### config.mk
export PLATFORM = sky130hd
export DESIGN_NAME = id_pipe_fwd
export DESIGN_NICKNAME = d
export VERILOG_FILES = /design/src/rtl/id_pipe_fwd_pkg.sv /design/src/rtl/id_fwd_mux.sv /design/src/rtl/id_pipe_fwd.sv
export SDC_FILE = /design/constraint.sdc
export NUM_CORES = 1
export LEC_CHECK = 0
export CAP_MARGIN = 30
export CORE_AREA = 4 4 149 151
export CTS_CLUSTER_DIAMETER = 200
export DETAILED_ROUTE_END_ITERATION = 8
export DIE_AREA = 0 0 153 155
export PLACE_DENSITY = 0.73
export SKIP_CTS_REPAIR_TIMING = 1
export SLEW_MARGIN = 40
export SYNTH_ARGS = -nofsm -noshare
export SYNTH_HDL_FRONTEND = slang
export SYNTH_SLANG_ARGS = --single-unit
### constraint.sdc
create_clock -name clk -period 2.75 [get_ports clk]
set_input_delay 0.275 -clock clk [delete_from_list [all_inputs] [get_ports clk]]
set_output_delay 0.275 -clock clk [all_outputs]
set_load 0.1 [all_outputs]
### src/rtl/id_pipe_fwd_pkg.sv
// Shared decode constants for the ID stage: opcodes, functs, ALU op/select codes.
package id_pipe_fwd_pkg;

  localparam logic       Enable     = 1'b1;
  localparam logic       Disable    = 1'b0;
  localparam logic [31:0] ZeroWord  = 32'h0000_0000;
  localparam logic [4:0] NOPRegAddr = 5'b00000;

  // primary opcodes
  localparam logic [5:0] EXE_SPECIAL_INST = 6'b000000;
  localparam logic [5:0] EXE_ANDI         = 6'b001100;
  localparam logic [5:0] EXE_ORI          = 6'b001101;
  localparam logic [5:0] EXE_XORI         = 6'b001110;
  localparam logic [5:0] EXE_LUI          = 6'b001111;
  localparam logic [5:0] EXE_LW           = 6'b100011;
  localparam logic [5:0] EXE_PREF         = 6'b110011;

  // SPECIAL funct field
  localparam logic [5:0] EXE_AND  = 6'b100100;
  localparam logic [5:0] EXE_OR   = 6'b100101;
  localparam logic [5:0] EXE_XOR  = 6'b100110;
  localparam logic [5:0] EXE_NOR  = 6'b100111;
  localparam logic [5:0] EXE_SLL  = 6'b000000;
  localparam logic [5:0] EXE_SRL  = 6'b000010;
  localparam logic [5:0] EXE_SRA  = 6'b000011;
  localparam logic [5:0] EXE_SLLV = 6'b000100;
  localparam logic [5:0] EXE_SRLV = 6'b000110;
  localparam logic [5:0] EXE_SRAV = 6'b000111;
  localparam logic [5:0] EXE_SYNC = 6'b001111;

  // ALU operation codes
  localparam logic [7:0] EXE_NOP_OP  = 8'b00000000;
  localparam logic [7:0] EXE_AND_OP  = 8'b00100100;
  localparam logic [7:0] EXE_OR_OP   = 8'b00100101;
  localparam logic [7:0] EXE_XOR_OP  = 8'b00100110;
  localparam logic [7:0] EXE_NOR_OP  = 8'b00100111;
  localparam logic [7:0] EXE_SLL_OP  = 8'b01111100;
  localparam logic [7:0] EXE_SLLV_OP = 8'b00000100;
  localparam logic [7:0] EXE_SRL_OP  = 8'b00000010;
  localparam logic [7:0] EXE_SRLV_OP = 8'b00000110;
  localparam logic [7:0] EXE_SRA_OP  = 8'b00000011;
  localparam logic [7:0] EXE_SRAV_OP = 8'b00000111;
  localparam logic [7:0] EXE_LW_OP   = 8'b11100011;

  // result select codes
  localparam logic [2:0] EXE_RES_NOP        = 3'b000;
  localparam logic [2:0] EXE_RES_LOGIC      = 3'b001;
  localparam logic [2:0] EXE_RES_SHIFT      = 3'b010;
  localparam logic [2:0] EXE_RES_LOAD_STORE = 3'b111;

  function automatic logic [7:0] funct_to_aluop(input logic [5:0] f);
    case (f)
      EXE_AND:  return EXE_AND_OP;
      EXE_OR:   return EXE_OR_OP;
      EXE_XOR:  return EXE_XOR_OP;
      EXE_NOR:  return EXE_NOR_OP;
      EXE_SLL:  return EXE_SLL_OP;
      EXE_SRL:  return EXE_SRL_OP;
      EXE_SRA:  return EXE_SRA_OP;
      EXE_SLLV: return EXE_SLLV_OP;
      EXE_SRLV: return EXE_SRLV_OP;
      EXE_SRAV: return EXE_SRAV_OP;
      default:  return EXE_NOP_OP;
    endcase
  endfunction

endpackage

### src/rtl/id_fwd_mux.sv
// One operand's resolver: youngest matching forward source wins over the regfile,
// $0 is hard zero, and a disabled read yields the immediate.
module id_fwd_mux
  import id_pipe_fwd_pkg::*;
#(
  parameter int NUM_FWD = 2,
  parameter int DATA_W  = 32,
  parameter int ADDR_W  = 5
) (
  input  logic                      i_re,
  input  logic [ADDR_W-1:0]         i_addr,
  input  logic [DATA_W-1:0]         i_reg_data,
  input  logic [DATA_W-1:0]         i_imm,
  input  logic [NUM_FWD-1:0]        i_fwd_we,
  input  logic [NUM_FWD*ADDR_W-1:0] i_fwd_addr,
  input  logic [NUM_FWD*DATA_W-1:0] i_fwd_data,
  input  logic [NUM_FWD-1:0]        i_fwd_load,
  output logic [DATA_W-1:0]         o_data,
  output logic                      o_load_hit
);

  logic [NUM_FWD-1:0] w_match;
  logic [DATA_W-1:0]  w_src_data [NUM_FWD];

  generate
    for (genvar gi = 0; gi < NUM_FWD; gi++) begin : g_src
      assign w_match[gi]    = i_fwd_we[gi] && (i_fwd_addr[gi*ADDR_W +: ADDR_W] == i_addr);
      assign w_src_data[gi] = i_fwd_data[gi*DATA_W +: DATA_W];
    end
  endgenerate

  always_comb begin
    o_data     = i_reg_data;
    o_load_hit = Disable;
    // walk oldest to youngest so the lowest index overrides
    for (int k = NUM_FWD - 1; k >= 0; k--) begin
      if (w_match[k]) begin
        o_data     = w_src_data[k];
        o_load_hit = i_fwd_load[k];
      end
    end
    if (!i_re) begin
      o_data     = i_imm;
      o_load_hit = Disable;
    end else if (i_addr == '0) begin
      o_data     = DATA_W'(ZeroWord);
      o_load_hit = Disable;
    end
  end

endmodule

### src/rtl/id_pipe_fwd.sv
// Decode stage: instruction decode, forwarded operand resolve, load-use interlock
// request and the registered ID/EX boundary with an interlock-cycle counter.
module id_pipe_fwd
  import id_pipe_fwd_pkg::*;
#(
  parameter int DATA_W  = 32,
  parameter int ADDR_W  = 5,
  parameter int NUM_FWD = 2,
  parameter int CNT_W   = 16
) (
  input  logic                      clk,
  input  logic                      rst,
  input  logic                      stall_i,
  input  logic                      flush_i,
  input  logic                      inst_valid_i,
  input  logic [DATA_W-1:0]         pc_i,
  input  logic [31:0]               inst_i,
  input  logic [DATA_W-1:0]         reg1_data_i,
  input  logic [DATA_W-1:0]         reg2_data_i,
  input  logic [NUM_FWD-1:0]        fwd_we_i,
  input  logic [NUM_FWD*ADDR_W-1:0] fwd_addr_i,
  input  logic [NUM_FWD*DATA_W-1:0] fwd_data_i,
  input  logic [NUM_FWD-1:0]        fwd_load_i,
  output logic                      reg1_read_o,
  output logic                      reg2_read_o,
  output logic [ADDR_W-1:0]         reg1_addr_o,
  output logic [ADDR_W-1:0]         reg2_addr_o,
  output logic                      stallreq_o,
  output logic                      ex_valid_o,
  output logic [DATA_W-1:0]         ex_pc_o,
  output logic [7:0]                ex_aluop_o,
  output logic [2:0]                ex_alusel_o,
  output logic [DATA_W-1:0]         ex_reg1_o,
  output logic [DATA_W-1:0]         ex_reg2_o,
  output logic [DATA_W-1:0]         ex_imm_o,
  output logic [ADDR_W-1:0]         ex_wd_o,
  output logic                      ex_wreg_o,
  output logic                      ex_load_o,
  output logic                      ex_invalid_o,
  output logic [CNT_W-1:0]          stall_cnt_o
);

  logic [5:0]        w_op, w_funct;
  logic [4:0]        w_sa;
  logic [15:0]       w_imm16;
  logic [ADDR_W-1:0] w_rs, w_rt, w_rd;
  assign w_op    = inst_i[31:26];
  assign w_funct = inst_i[5:0];
  assign w_sa    = inst_i[10:6];
  assign w_imm16 = inst_i[15:0];
  assign w_rs    = ADDR_W'(inst_i[25:21]);
  assign w_rt    = ADDR_W'(inst_i[20:16]);
  assign w_rd    = ADDR_W'(inst_i[15:11]);

  logic              w_read1, w_read2, w_wreg, w_load, w_invalid;
  logic [7:0]        w_aluop;
  logic [2:0]        w_alusel;
  logic [ADDR_W-1:0] w_wd;
  logic [DATA_W-1:0] w_imm1, w_imm2, w_ex_imm, w_sext, w_zext;
  assign w_sext = {{(DATA_W-16){w_imm16[15]}}, w_imm16};
  assign w_zext = {{(DATA_W-16){1'b0}}, w_imm16};

  always_comb begin
    w_read1   = Disable;
    w_read2   = Disable;
    w_aluop   = EXE_NOP_OP;
    w_alusel  = EXE_RES_NOP;
    w_wd      = ADDR_W'(NOPRegAddr);
    w_wreg    = Disable;
    w_load    = Disable;
    w_invalid = Disable;
    w_imm1    = '0;
    w_imm2    = '0;
    w_ex_imm  = '0;
    if (inst_valid_i) begin
      case (w_op)
        EXE_SPECIAL_INST: begin
          case (w_funct)
            EXE_AND, EXE_OR, EXE_XOR, EXE_NOR: begin
              w_read1  = Enable;
              w_read2  = Enable;
              w_wreg   = Enable;
              w_wd     = w_rd;
              w_aluop  = funct_to_aluop(w_funct);
              w_alusel = EXE_RES_LOGIC;
            end
            EXE_SLLV, EXE_SRLV, EXE_SRAV: begin
              w_read1  = Enable;
              w_read2  = Enable;
              w_wreg   = Enable;
              w_wd     = w_rd;
              w_aluop  = funct_to_aluop(w_funct);
              w_alusel = EXE_RES_SHIFT;
            end
            EXE_SLL, EXE_SRL, EXE_SRA: begin
              // constant shifts need a zero rs field; sa travels in operand 1
              if (inst_i[25:21] == 5'd0) begin
                w_read2  = Enable;
                w_imm1   = {{(DATA_W-5){1'b0}}, w_sa};
                w_wreg   = Enable;
                w_wd     = w_rd;
                w_aluop  = funct_to_aluop(w_funct);
                w_alusel = EXE_RES_SHIFT;
              end else begin
                w_invalid = Enable;
              end
            end
            EXE_SYNC: begin
            end
            default: w_invalid = Enable;
          endcase
        end
        EXE_ORI, EXE_ANDI, EXE_XORI: begin
          w_read1  = Enable;
          w_imm2   = w_zext;
          w_wreg   = Enable;
          w_wd     = w_rt;
          w_alusel = EXE_RES_LOGIC;
          w_aluop  = (w_op == EXE_ORI)  ? EXE_OR_OP :
                     (w_op == EXE_ANDI) ? EXE_AND_OP : EXE_XOR_OP;
        end
        EXE_LUI: begin
          w_read1  = Enable;
          w_imm2   = DATA_W'({w_imm16, 16'h0000});
          w_wreg   = Enable;
          w_wd     = w_rt;
          w_aluop  = EXE_OR_OP;
          w_alusel = EXE_RES_LOGIC;
        end
        EXE_LW: begin
          w_read1  = Enable;
          w_imm2   = w_sext;
          w_ex_imm = w_sext;
          w_load   = Enable;
          w_wreg   = Enable;
          w_wd     = w_rt;
          w_aluop  = EXE_LW_OP;
          w_alusel = EXE_RES_LOAD_STORE;
        end
        EXE_PREF: begin
        end
        default: w_invalid = Enable;
      endcase
    end
  end

  logic [DATA_W-1:0] w_op1, w_op2;
  logic              w_hit1, w_hit2, w_stallreq;

  id_fwd_mux #(.NUM_FWD(NUM_FWD), .DATA_W(DATA_W), .ADDR_W(ADDR_W)) u_mux1 (
    .i_re(w_read1), .i_addr(w_rs), .i_reg_data(reg1_data_i), .i_imm(w_imm1),
    .i_fwd_we(fwd_we_i), .i_fwd_addr(fwd_addr_i), .i_fwd_data(fwd_data_i),
    .i_fwd_load(fwd_load_i), .o_data(w_op1), .o_load_hit(w_hit1)
  );

  id_fwd_mux #(.NUM_FWD(NUM_FWD), .DATA_W(DATA_W), .ADDR_W(ADDR_W)) u_mux2 (
    .i_re(w_read2), .i_addr(w_rt), .i_reg_data(reg2_data_i), .i_imm(w_imm2),
    .i_fwd_we(fwd_we_i), .i_fwd_addr(fwd_addr_i), .i_fwd_data(fwd_data_i),
    .i_fwd_load(fwd_load_i), .o_data(w_op2), .o_load_hit(w_hit2)
  );

  assign w_stallreq  = inst_valid_i && !flush_i && (w_hit1 || w_hit2);
  assign stallreq_o  = w_stallreq;
  assign reg1_read_o = w_read1;
  assign reg2_read_o = w_read2;
  assign reg1_addr_o = w_rs;
  assign reg2_addr_o = w_rt;

  logic              r_valid, r_wreg, r_load, r_invalid;
  logic [DATA_W-1:0] r_pc, r_reg1, r_reg2, r_imm;
  logic [7:0]        r_aluop;
  logic [2:0]        r_alusel;
  logic [ADDR_W-1:0] r_wd;
  logic [CNT_W-1:0]  r_stall_cnt;

  // a bubble is all-zero; the downstream stall only holds when no flush is present
  always_ff @(posedge clk) begin
    if (rst == Enable || flush_i || (!stall_i && w_stallreq)) begin
      r_valid   <= Disable;
      r_pc      <= '0;
      r_aluop   <= EXE_NOP_OP;
      r_alusel  <= EXE_RES_NOP;
      r_reg1    <= '0;
      r_reg2    <= '0;
      r_imm     <= '0;
      r_wd      <= ADDR_W'(NOPRegAddr);
      r_wreg    <= Disable;
      r_load    <= Disable;
      r_invalid <= Disable;
    end else if (!stall_i) begin
      r_valid   <= inst_valid_i;
      r_pc      <= inst_valid_i ? pc_i : '0;
      r_aluop   <= w_aluop;
      r_alusel  <= w_alusel;
      r_reg1    <= w_op1;
      r_reg2    <= w_op2;
      r_imm     <= w_ex_imm;
      r_wd      <= w_wd;
      r_wreg    <= w_wreg;
      r_load    <= w_load;
      r_invalid <= w_invalid;
    end
  end

  always_ff @(posedge clk) begin
    if (rst == Enable) begin
      r_stall_cnt <= '0;
    end else if (w_stallreq && !stall_i && !flush_i && r_stall_cnt != {CNT_W{1'b1}}) begin
      r_stall_cnt <= r_stall_cnt + 1'b1;
    end
  end

  assign ex_valid_o   = r_valid;
  assign ex_pc_o      = r_pc;
  assign ex_aluop_o   = r_aluop;
  assign ex_alusel_o  = r_alusel;
  assign ex_reg1_o    = r_reg1;
  assign ex_reg2_o    = r_reg2;
  assign ex_imm_o     = r_imm;
  assign ex_wd_o      = r_wd;
  assign ex_wreg_o    = r_wreg;
  assign ex_load_o    = r_load;
  assign ex_invalid_o = r_invalid;
  assign stall_cnt_o  = r_stall_cnt;

endmodule

Word level (Yosys, flattened, before mapping)
Index checks and enable logic that the tools add are counted.
{"block": "word_totals", "inputBits": 211, "output_inout_bits": 177, "reg_bits": 164, "wordCells": 116}
{"block": "classes", "add_sub_neg": 1, "n_eq_ne": 21, "reduce_logical": 27, "muxes": 55}
{"op": "32-bit 2-to-1 mux", "count": 12}
{"op": "32-bit one-hot mux with 3 select lines", "count": 1}
{"op": "7-bit one-hot mux with 10 select lines", "count": 1}
{"op": "6-bit == test, second input constant", "count": 6}
{"op": "8-bit one-hot mux with 4 select lines", "count": 1}
{"op": "6-bit by 4-bit == test with 1-bit output, second input constant", "count": 5}
{"op": "5-bit 2-to-1 mux", "count": 6}
{"op": "5-bit == test", "count": 4}
{"op": "5-bit one-hot mux with 2 select lines", "count": 2}
{"op": "6-bit by 3-bit == test with 1-bit output, second input constant", "count": 3}
{"op": "1-bit 2-to-1 mux", "count": 18}
{"op": "16-bit by 1-bit adder with 16-bit output, second input constant", "count": 1}
{"op": "8-bit 2-to-1 mux", "count": 2}
{"op": "16-bit != test, second input constant", "count": 1}
{"op": "8-bit one-hot mux with 2 select lines", "count": 1}
{"op": "6-bit by 2-bit == test with 1-bit output, second input constant", "count": 2}
{"op": "6-bit zero test", "count": 2}
{"op": "5-bit zero test", "count": 2}
{"op": "1-bit one-hot mux with 2 select lines", "count": 5}
{"op": "1-bit logical AND", "count": 9}
{"op": "3-bit one-hot mux with 3 select lines", "count": 1}
{"op": "3-bit OR reduction", "count": 3}
{"op": "4-bit OR reduction", "count": 2}
{"op": "8-bit OR reduction", "count": 1}
{"op": "8 further kinds", "count": 13}

Depth between registers and ports, before layout
{"block": "depth", "ltp_word": 11, "mapped_depth": 10, "ltp_nobuf": 7}

By module
From an unflattened synthesis, not the netlist that was laid out.
{"block": "hier_totals", "hier_cells": 1090, "hier_area_um2": 9081.2}
{"module": "id_pipe_fwd", "area_each_um2": 6118.4, "cells_each": 678, "seq_area_each_um2": 2902.8, "instances": 1}
{"module": "id_fwd_mux", "area_each_um2": 1481.4, "cells_each": 206, "seq_area_each_um2": 0.0, "instances": 2}

Worst setup path before layout
No wires, ideal clock.
{"block": "synth_path", "path_kind": "input -> output", "start": "in inst_i[28]", "end": "out stallreq_o", "slack_ps": -569, "required_ps": 2475, "n_path_buf": 2, "cell_stages": 8, "arrival_ps": 3044, "cell_sequence": "or4b_4 > o21ai_4 > a21o_4 > and3_4 > a32oi_2 > buf_6 > clkbuf_1 > nor2_1"}
{"block": "synth_between", "elab_chain_len": 7, "word_cells_on_any_way": 15, "cone_classes": "eq/ne: 5; mux: 6; reduce/logical: 4"}
{"element": "from (decl)", "line_no": "id_pipe_fwd.sv:17", "text": "input logic [31:0] inst_i,"}
{"element": "6-bit by 4-bit == test with 1-bit output / 6-bit == test (equally long branches)", "line_no": "id_pipe_fwd.sv:76", "text": "case (w_op)"}
{"element": "5-bit OR reduction (no source line)"}
{"element": "1-bit one-hot mux with 2 select lines", "line_no": "id_pipe_fwd.sv:76"}
{"element": "1-bit 2-to-1 mux", "line_no": "id_pipe_fwd.sv:75", "text": "if (inst_valid_i) begin"}
{"element": "1-bit 2-to-1 mux", "line_no": "id_fwd_mux.sv:42", "text": "if (!i_re) begin"}
{"element": "1-bit logical OR (*)", "line_no": "id_pipe_fwd.sv:162", "text": "assign w_stallreq = inst_valid_i && !flush_i && (w_hit1 || w_hit2);"}
{"element": "1-bit logical AND (*)", "line_no": "id_pipe_fwd.sv:162"}
{"element": "to (decl)", "line_no": "id_pipe_fwd.sv:28", "text": "output logic stallreq_o,"}
Mark *: on every way between the ends. The rest lies on a longest branch, timed or not.

Worst setup path after layout
{"block": "layout_path", "start": "in inst_i[23]", "end": "out stallreq_o"}
{"block": "layout_between", "elab_chain_len": 8, "word_cells_on_any_way": 16, "cone_classes": "eq/ne: 2; mux: 9; reduce/logical: 5"}
{"element": "5-bit zero test / 5-bit == test (equally long branches)", "line_no": "id_fwd_mux.sv:45, id_pipe_fwd.sv:97, id_fwd_mux.sv:27"}
{"element": "1-bit 2-to-1 mux / 1-bit logical AND (equally long branches)", "line_no": "id_pipe_fwd.sv:97, id_fwd_mux.sv:27"}
{"element": "1-bit one-hot mux with 2 select lines / 1-bit 2-to-1 mux (equally long branches)", "line_no": "id_pipe_fwd.sv:78, id_fwd_mux.sv:37"}
{"element": "1-bit 2-to-1 mux, on equally long branches", "line_no": "id_pipe_fwd.sv:76, id_fwd_mux.sv:37"}
{"element": "1-bit 2-to-1 mux, on equally long branches", "line_no": "id_pipe_fwd.sv:75, id_fwd_mux.sv:45"}
{"element": "1-bit 2-to-1 mux", "line_no": "id_fwd_mux.sv:42"}
{"element": "1-bit logical OR (*)", "line_no": "id_pipe_fwd.sv:162"}
{"element": "1-bit logical AND (*)", "line_no": "id_pipe_fwd.sv:162"}
Marks and branches as above.

==> out/qor.txt <==
pwr/cell area - 435 mW/mm²
syn_nets - 1171
core area - 0.0208 mm²
CTS tree - yes
Tightest Hold Check Type - input pin to flop
largest stage delay on the critical path - 0.49 ns
Synth warnings - 0
final setup violating endpoints - 0
Metal-1 WL - 12.9 mm
Std-Cell Rows - 53
setup TNS - 0 ns
critical setup path kind - input pin to primary output
critical-path cell list - clkdlybuf4s50_1, xor2_1, nor4_1, and3_2, mux2_2, a32oi_2, buf_12, nor2_4, buf_12
layout cells sized above 1 - 23.8%
synth unique cells - 53
maxcap violations - 0
Final Hold Violating Endpoints - 0
antenna-violating nets left - 0
drt pass-1 iters - 5
PortBufs - 387
drt initial violations - 502
grt total ovfl - 0
P_leak - 4.70 nW
Antenna diodes - 0
Min Hold Slack - 0.286 ns
Total Wirelength - 32.0 mm
Post-synth EDFFs - 0
met2 WL - 15.9 mm
Top Layer Used - met4
fin. max-slew vios - 0
Longest Clk Path Bufs - 2
Synth area leaders - dfxtp_1, mux2i_1, nor2_1, a22oi_1, a21oi_1
vias per cell - 5.39
clock latency on the worst-skew pair - 0.42 ns
area share of the largest cell type after synthesis - 37.6%
Residual DRC - 0
Die ar. - 0.0237 mm²
CP arrival - 2.40 ns
clock-pin slew on the worst setup and hold paths - 0.06 ns
initial core utilization - 37.3%
Global Route Usage Sum - 25.6%
mapped cell area - 0.00777 mm²
Synth Instances - 959
final critical-path required period - 2.68 ns
status - finished clean
post-synth top area cell - dfxtp_1
CP endpoint kind - primary output
count of state elements after synthesis - 146
Num Clock Sinks - 146
CP bufs+invs - 3
post-synthesis async set-or-reset flop share - 0%
first-pass GRT wire length - 48.3 mm
startpoint class of the critical path - input pin
Max H-tree Level - 4
CTS buffer count - 17
slowest library cell on the worst path - clkdlybuf4s50_1
cell mode on critical path - buf_12
DR vias - 8745
Die X - 153 µm
initial antenna violation count - 0
vias in the first global route - 8467
largest net degree at the start of global routing - 85
CP top delay family - buffers and inverters
Slew HR - 61.2%
drt wl/cell - 19.7 µm
Synth Flop Type - dfxtp_1
period utilization - 97.3%
Max Clk Rate - 374 MHz
dpl hpwl - 24.7 mm
CP Data Required Time - 2.48 ns
transition time of the tightest slew-check pin - 0.567 ns
Avg Cell Area, Syn - 8.10 µm²
Seq/Total Area, Yosys - 37.6%
routability cong. - 0.927
clk root buf - clkbuf_16
VDD IR max - 0.402 mV
fin nets - 1546
area grow syn2layout - 60.8%
die height - 155 µm
I/O pins - 388
maximum fanout along the worst path - 23
met3 routed wirelength - 2.70 mm
clk_skew - 0.00319 ns
RSZ-0062 raised after global routing - no
-- sequential cells by signal (all words and copies together) (netlist names) --
| signal | flops |
|---|---|
| stall_cnt_o | 16 |
| ex_invalid_o | 1 |
| ex_alusel_o | 3 |
| ex_wreg_o | 1 |
| ex_wd_o | 5 |
| ex_imm_o | 16 |
| ex_pc_o | 32 |
| ex_aluop_o | 6 |
| ex_reg2_o | 32 |
| ex_reg1_o | 32 |
| ex_load_o | 1 |
| ex_valid_o | 1 |
-- synthesized netlist by cell type (2+ instances only) --
| cell | number |
|---|---|
| o2111ai_1 | 2 |
| clkbuf_1 | 60 |
| o21ai_0 | 42 |
| and2_1 | 4 |
| nor4_1 | 4 |
| o31ai_1 | 7 |
| mux2_2 | 8 |
| a222oi_1 | 5 |
| or3_1 | 3 |
| buf_2 | 16 |
| xnor2_1 | 12 |
| or3b_2 | 2 |
| a21oi_1 | 46 |
| nand2b_1 | 2 |
| xor2_1 | 8 |
| or2_2 | 2 |
| nor3b_1 | 4 |
| buf_1 | 5 |
| nand3_1 | 17 |
| or4_1 | 8 |
| dfxtp_1 | 146 |
| mux2i_1 | 64 |
| buf_4 | 28 |
| nor3_1 | 39 |
| a2111oi_0 | 17 |
| nand4_1 | 7 |
| a221oi_1 | 19 |
| nor2_1 | 166 |
| a211oi_1 | 18 |
| nor2b_1 | 23 |
| a22oi_1 | 79 |
| inv_1 | 6 |
| a32oi_1 | 2 |
| and3_1 | 9 |
| nand2_1 | 61 |
-- per-stage QoR --
| stage | instance area (µm²) | worst slack (ns) | utilization, % | power (mW) | std cells |
|---|---|---|---|---|---|
| finish | 12500 | 0.0735 | 60.0 | 5.43 | 1622 |
| global route | 12500 | 0.00102 | 60.0 | 5.65 | 1622 |
| CTS | 12500 | 0.0223 | 59.9 | 5.49 | 1622 |
| detailed placement | 11900 | -0.0545 | 57.1 | 3.20 | 1590 |
| global placement | 11900 | -0.0117 | 57.1 | 3.19 | 1590 |
| floorplan | 7780 | 0.00899 | - | 2.66 | 959 |
-- routing by layer --
| layer | up-vias | track usage [%] |
|---|---|---|
| li1 | 4225 | - |
| met1 | 4120 | 31.3 |
| met2 | 367 | 44.1 |
| met3 | 33 | 7.57 |
| met4 | 0 | 7.04 |
| met5 | - | 0 |
-- worst paths after layout --
check	from	endpoint	slack, ns	cells after the start
max	inst_i[23]	stallreq_o	0.07	9
min	stall_i	ex_invalid_o	0.29	3
min reg2reg	ex_invalid_o	ex_invalid_o	0.47	2
max reg2reg	stall_cnt_o[4]	stall_cnt_o[11]	0.60	8
-- final cells by class --
cell class                 instances  area, µm²
fill                            1856       8330
timing repair buffer             466       4270
tap                              275        344
sequential                       146       2920
clock inverter                    13        124
inverter                           6       22.5
multi-input combinational        697       4350
clock buffer                      19        453
-- cells in the final DEF, fill, tap and decap left out, types with 3 or more instances in the layout --
cell             count
clkbuf_16           17
buf_12              20
or4_1                8
nor3_1              37
clkdlybuf4s50_1    208
a2111oi_0           17
nor3b_1              4
a211oi_1            18
clkinv_2             3
dfxtp_1            145
inv_1                6
mux2_2               8
or3_1                3
a22oi_1             79
mux2i_1             64
nand3_1             16
o21ai_0             41
xor2_1               8
nand2_1             61
nand4_1              7
nor2b_1             22
a21oi_1             45
o31ai_1              7
nor2_1             162
buf_4              237
and2_1               4
clkinv_4             3
a221oi_1            19
a222oi_1             5
inv_6                3
nor2_4               3
and3_1               8
xnor2_1             12
-- kinds of logic (layout without fill, tap and decap cells) --
group / Yosys count / count (layout) / synth area share [%]
mux: 72 / 72 / 9.40
flops: 146 / 146 / 37.6
simple gates: 356 / 356 / 21.0
fa+ha+maj: 1 / 1 / 0.161
compound gates: 248 / 248 / 22.3
xor+xnor: 20 / 20 / 2.25
buf+inv: 116 / 504 / 7.31
-- worst min-delay path: cells and delay by family --
kind / cells / cell delay [ns]
buffers and inverters: 1 / 0.22
and+or+nand+nor: 1 / 0.09
AOI/OAI and AO/OA: 1 / 0.05
-- report_power, final --
group | switching (mW) | internal (mW)
registers | 0.0116 | 2.13
logic | 0.550 | 0.464
clock network | 0.965 | 1.31
total | 1.53 | 3.90
(Power assumes the default switching activity.)
